File: src/rtl/uart_pkg.sv
// Shared definitions for the UART receive path: FSM states, frame defaults
// and the oversample tick positions used for mid-bit sampling.
package uart_pkg;

  localparam int DATA_BITS_DEF  = 8;
  localparam int OVERSAMPLE_DEF = 16;

  typedef enum logic [2:0] {
    IDLE,
    START,
    DATA,
    STOP,
    BREAK
  } state_t;

  // Tick index at the middle of the start bit, counted from start detection.
  function automatic int mid_tick(input int oversample);
    return oversample / 2 - 1;
  endfunction

  // Tick index one full bit period after the previous sample point.
  function automatic int last_tick(input int oversample);
    return oversample - 1;
  endfunction

  localparam int MID_TICK  = mid_tick(OVERSAMPLE_DEF);
  localparam int LAST_TICK = last_tick(OVERSAMPLE_DEF);

endpackage

File: src/rtl/bit_sync.sv
// Two-flop synchroniser for an asynchronous single-bit input.
// Resets to RESET_VAL so an idle-high serial line reads as idle.
module bit_sync #(
  parameter logic RESET_VAL = 1'b1
) (
  input  logic clk,
  input  logic rst_n,
  input  logic d,
  output logic q
);

  logic meta_reg;
  logic sync_reg;

  always_ff @(posedge clk or negedge rst_n) begin
    if (!rst_n) begin
      meta_reg <= RESET_VAL;
      sync_reg <= RESET_VAL;
    end else begin
      meta_reg <= d;
      sync_reg <= meta_reg;
    end
  end

  assign q = sync_reg;

endmodule

File: src/rtl/uart_rx.sv
// 8N1 UART receiver driven by a 16x oversample tick; samples each bit at
// mid-bit and reports every completed frame with a one-clk done strobe.
module uart_rx
  import uart_pkg::*;
#(
  parameter int DATA_BITS  = DATA_BITS_DEF,
  parameter int OVERSAMPLE = OVERSAMPLE_DEF
) (
  input  logic                 clk,
  input  logic                 rst_n,
  input  logic                 rx_en,
  input  logic                 rx,
  output logic [DATA_BITS-1:0] data_out,
  output logic                 rx_done,
  output logic                 frame_err,
  output logic                 busy
);

  localparam int TW    = $clog2(OVERSAMPLE);
  localparam int BW    = (DATA_BITS > 1) ? $clog2(DATA_BITS) : 1;
  localparam int T_MID = mid_tick(OVERSAMPLE);
  localparam int T_END = last_tick(OVERSAMPLE);

  logic rx_s;

  state_t                state_reg, state_next;
  logic [TW-1:0]         tick_reg, tick_next;
  logic [BW-1:0]         bit_reg, bit_next;
  logic [DATA_BITS-1:0]  shift_reg, shift_next;
  logic [DATA_BITS-1:0]  data_reg, data_next;
  logic                  done_reg, done_next;
  logic                  err_reg, err_next;

  bit_sync #(.RESET_VAL(1'b1)) u_rx_sync (
    .clk   (clk),
    .rst_n (rst_n),
    .d     (rx),
    .q     (rx_s)
  );

  always_ff @(posedge clk or negedge rst_n) begin
    if (!rst_n) begin
      state_reg <= IDLE;
      tick_reg  <= '0;
      bit_reg   <= '0;
      shift_reg <= '0;
      data_reg  <= '0;
      done_reg  <= 1'b0;
      err_reg   <= 1'b0;
    end else begin
      state_reg <= state_next;
      tick_reg  <= tick_next;
      bit_reg   <= bit_next;
      shift_reg <= shift_next;
      data_reg  <= data_next;
      done_reg  <= done_next;
      err_reg   <= err_next;
    end
  end

  always_comb begin
    state_next = state_reg;
    tick_next  = tick_reg;
    bit_next   = bit_reg;
    shift_next = shift_reg;
    data_next  = data_reg;
    done_next  = 1'b0;
    err_next   = err_reg;

    if (rx_en) begin
      case (state_reg)
        IDLE: begin
          if (!rx_s) begin
            state_next = START;
            tick_next  = '0;
          end
        end
        START: begin
          if (tick_reg == TW'(T_MID)) begin
            if (!rx_s) begin
              state_next = DATA;
              tick_next  = '0;
              bit_next   = '0;
            end else begin
              state_next = IDLE;
            end
          end else begin
            tick_next = tick_reg + 1'b1;
          end
        end
        DATA: begin
          if (tick_reg == TW'(T_END)) begin
            // LSB arrives first, so it ends up at bit 0 after the last shift.
            shift_next = {rx_s, shift_reg[DATA_BITS-1:1]};
            tick_next  = '0;
            if (bit_reg == BW'(DATA_BITS - 1)) begin
              state_next = STOP;
            end else begin
              bit_next = bit_reg + 1'b1;
            end
          end else begin
            tick_next = tick_reg + 1'b1;
          end
        end
        STOP: begin
          if (tick_reg == TW'(T_END)) begin
            data_next  = shift_reg;
            done_next  = 1'b1;
            err_next   = ~rx_s;
            tick_next  = '0;
            state_next = rx_s ? IDLE : BREAK;
          end else begin
            tick_next = tick_reg + 1'b1;
          end
        end
        BREAK: begin
          // A line stuck low must return high before a new start is accepted.
          if (rx_s) begin
            state_next = IDLE;
          end
        end
        default: begin
          state_next = IDLE;
        end
      endcase
    end
  end

  assign data_out  = data_reg;
  assign rx_done   = done_reg;
  assign frame_err = err_reg;
  assign busy      = (state_reg == START) || (state_reg == DATA) ||
                     (state_reg == STOP);

endmodule

File: config.mk
export PLATFORM = sky130hd
export DESIGN_NAME = uart_rx
export DESIGN_NICKNAME = d
export VERILOG_FILES = /design/src/rtl/uart_pkg.sv /design/src/rtl/bit_sync.sv /design/src/rtl/uart_rx.sv
export SDC_FILE = /design/constraint.sdc
export NUM_CORES = 1
export LEC_CHECK = 0
export ABC_AREA = 1
export CORE_ASPECT_RATIO = 0.5
export CORE_UTILIZATION = 55
export CTS_CLUSTER_SIZE = 24
export DETAILED_ROUTE_END_ITERATION = 16
export PLACE_DENSITY = 0.75
export SYNTH_ARGS = -nofsm -noshare
export SYNTH_HDL_FRONTEND = slang
export SYNTH_SLANG_ARGS = --single-unit
File: constraint.sdc
create_clock -name clk -period 1.86 [get_ports clk]
set_input_delay 0.279 -clock clk [delete_from_list [all_inputs] [get_ports clk]]
set_output_delay 0.279 -clock clk [all_outputs]
set_load 0.02 [all_outputs]
==> metrics.cfg <==
[detailed_routing]
wl_per_cell_um = 11.8
met2WireLength_mm = 1.22
drt_wl_total_mm = 2.69
dr_wl_met3_um = 136
wl_met1_mm = 1.32
vias_per_cell = 4.95
drt_first_pass_iters = 4
ant_nets = 0
drc = 0
routed-via-count = 1123
top_layer = met4
drt_iter0_drc = 108

[timing]
min_period_over_period_pct = 83.7
finalHoldViolations = 0
period_needed_ns = 1.56
rsz0062_at_grt = no
fin_skew_ns = 0.00456
relSlewSlack_pct = 75.3
finalSetupViolations = 0
fmax_ghz = 0.642
worst_pin_slew_ns = 0.371
slew_violations = 0
fin_setup_tns_ns = 0
setup_ws_ns = 0.303

[hold_path]
holdCritPathClass = reg2reg

[clocking]
cts_tree = built
htreeDepth = 2
path_clk_slew_ns = 0.07
cts_buffers = 5
cts_root_buffer = clkbuf_8
clock_latency_ns = 0.28
post_cts_buffers = 0
cts.sinks = 30
holdBufCountCts = 0
clockBufferDepth = 2

[run_status]
status = finished clean

[yosys]
synthSimpleGateAreaFrac_pct = 29.4
synth-compound-area-share_pct = 10.1
synthAdderAreaFrac_pct = 2.53
yosys_warnings = 0
synth.yosys.seq_area_share_pct = 50.8
ys_ff_latch = 30
synth_xor_area_share_pct = 0
netlist.area_leader.share_pct = 47.3
yosysMostFrequentCell = nand2_1
synth_common_cells = nand2_1 (58), dfrtp_1 (28), inv_1 (19), o21ai_2 (15), nor2_1 (14)
syn_area_um2 = 1480
ys.flop_type = dfrtp_1
synth.mux.area_fraction_pct = 0
syn_nets = 177
synthTopCellsByArea = dfrtp_1 (47%), nand2_1 (15%), o21ai_2 (8.9%), inv_1 (4.8%), nand3_1 (3.7%)
synth_area_per_cell_um2 = 8.71
ys_types = 19
syn_inst = 170
synth_top_family_by_area = simple AND/OR/NAND/NOR gates
synth_top_area_cell = dfrtp_1
synth_edf_count = 0
async_flop_share_pct = 100

[grt]
grt_pass1_wl_mm = 4.57
overflow = 0
grt_max_degree = 31
grt_pass1_vias = 1072
track_usage_pct = 22.6
antenna_found_initial = 0

[power_and_ir_drop]
power_frac_comb_pct = 28.3
switching_share_pct = 33.6
p_switching_w = 0.000701
pwr-share-seq_pct = 39.3
power_density_nw_per_um2 = 1170
p_clk_share_pct = 32.4
max-vdd-ir-drop_mv = 0.740
p_int_w = 0.00139
leakagePower_nw = 0.885

[setup_path]
cp.required_ns = 2.07
crit_arrival_ns = 1.77
path_max_fanout = 17
crit_path_start_kind = flip-flop
path_class = reg2reg
cp-end-kind = flip-flop

[run]
maxCapViolCount = 0

[final_layout]
n_antenna_cell = 0
drive_above_1_share_pct = 18.8
n_fill_cell = 186
nNetsFinal = 198
syn_to_final_growth_pct = 19.9
fin_cells = 227

[die]
io_pins = 15
die_x_um = 75.4
start_util_pct = 62.4
core-area_um2 = 2370
fp.dieArea_um2 = 2920
die_h_um = 38.7
rows = 12

[place]
portBuffers = 14
dp_slack_ns = 0.183
gp_congestion = 0.845
place_inst = 219
dpl.hpwl_mm = 1.85

-- cells by family after synthesis --
| family | count (synthesis) |
|---|---|
| and+or+nand+nor | 96 |
| DFF | 30 |
| buffers and inverters | 23 |
| AOI/OAI and AO/OA | 18 |
| adders and majority gates | 3 |
-- layout by cell type, fill, tap and decap left out, types with 3 or more instances in the layout --
cell type,instances
nand2_1,58
dfrtp_1,28
inv_1,19
o21ai_2,15
nor2_1,14
clkdlybuf4s50_1,13
nand3_1,11
nand4_1,6
clkbuf_8,6
ha_1,3
buf_4,3
-- path summary, 6_finish.rpt --
check | startpoint | end | slack [ns] | cells after the start
setup / recovery | tick_reg[0] | frame_err | 0.30 | 7
setup reg to reg | tick_reg[0] | frame_err | 0.30 | 7
hold / removal | u_rx_sync.meta_reg | u_rx_sync.q | 0.35 | 0
max in group asynchronous | rst_n | u_rx_sync.meta_reg | 1.15 | 2
hold reg to reg | u_rx_sync.meta_reg | u_rx_sync.q | 0.35 | 0
min in group asynchronous | rst_n | tick_reg[3] | 0.39 | 2
-- critical path, stage by stage (launching register included) --
cell,delay (ns)
dfrtp_1,0.38
ha_1,0.26
nand3_2,0.15
nor2_4,0.16
nand3_4,0.23
inv_1,0.17
nand2_1,0.08
nand2_1,0.06
-- metal layers --
layer | GRT usage (%) | vias up
met5 | 0 | -
met4 | 8.33 | 0
met3 | 8.59 | 2
met2 | 37.9 | 20
met1 | 27.0 | 523
li1 | - | 578
-- layout make-up --
type / instances / area [um2] / area share (%)
Sequential cell: 30 / 753 / 42.4
Clock inverter: 1 / 30.0 / 1.69
Timing Repair Buffer: 17 / 165 / 9.30
Tap cell: 35 / 43.8 / 2.46
Multi-Input combinational cell: 117 / 623 / 35.1
Clock buffer: 7 / 86.3 / 4.86
Inverter: 20 / 75.1 / 4.23
-- power by group through the flow --
| stage | combinational [W] | clock, W | sequential, W |
|---|---|---|---|
| 6_report | 0.000591 | 0.000676 | 0.000820 |
| 5_1_grt | 0.000673 | 0.000718 | 0.000836 |
| 4_1_cts | 0.000592 | 0.000697 | 0.000818 |
| 3_5_place_dp | 0.000584 | 0 | 0.000830 |
| 3_3_place_gp | 0.000571 | 0 | 0.000826 |
| 2_1_floorplan | 0.000438 | 0 | 0.000808 |
-- through the flow --
| step | hold WS, ns | area (um2) | power, W | util, % |
|---|---|---|---|---|
| floorplan | -0.0166 | 1480 | 0.00125 | - |
| global placement | 0.348 | 1660 | 0.00140 | 69.9 |
| detailed placement | 0.349 | 1660 | 0.00141 | 69.9 |
| CTS | 0.357 | 1770 | 0.00211 | 74.8 |
| global route | 0.362 | 1780 | 0.00223 | 74.9 |
| finish | 0.352 | 1780 | 0.00209 | 74.9 |
-- repair_timing --
| action | 4_1_cts | 5_1_grt |
|---|---|---|
| hold endpoints to repair | 0 | 0 |
| resized for setup | 0 | 1 |
| endpoints found under the setup margin | 0 | 1 |
Power figures use the tool's default switching activity.
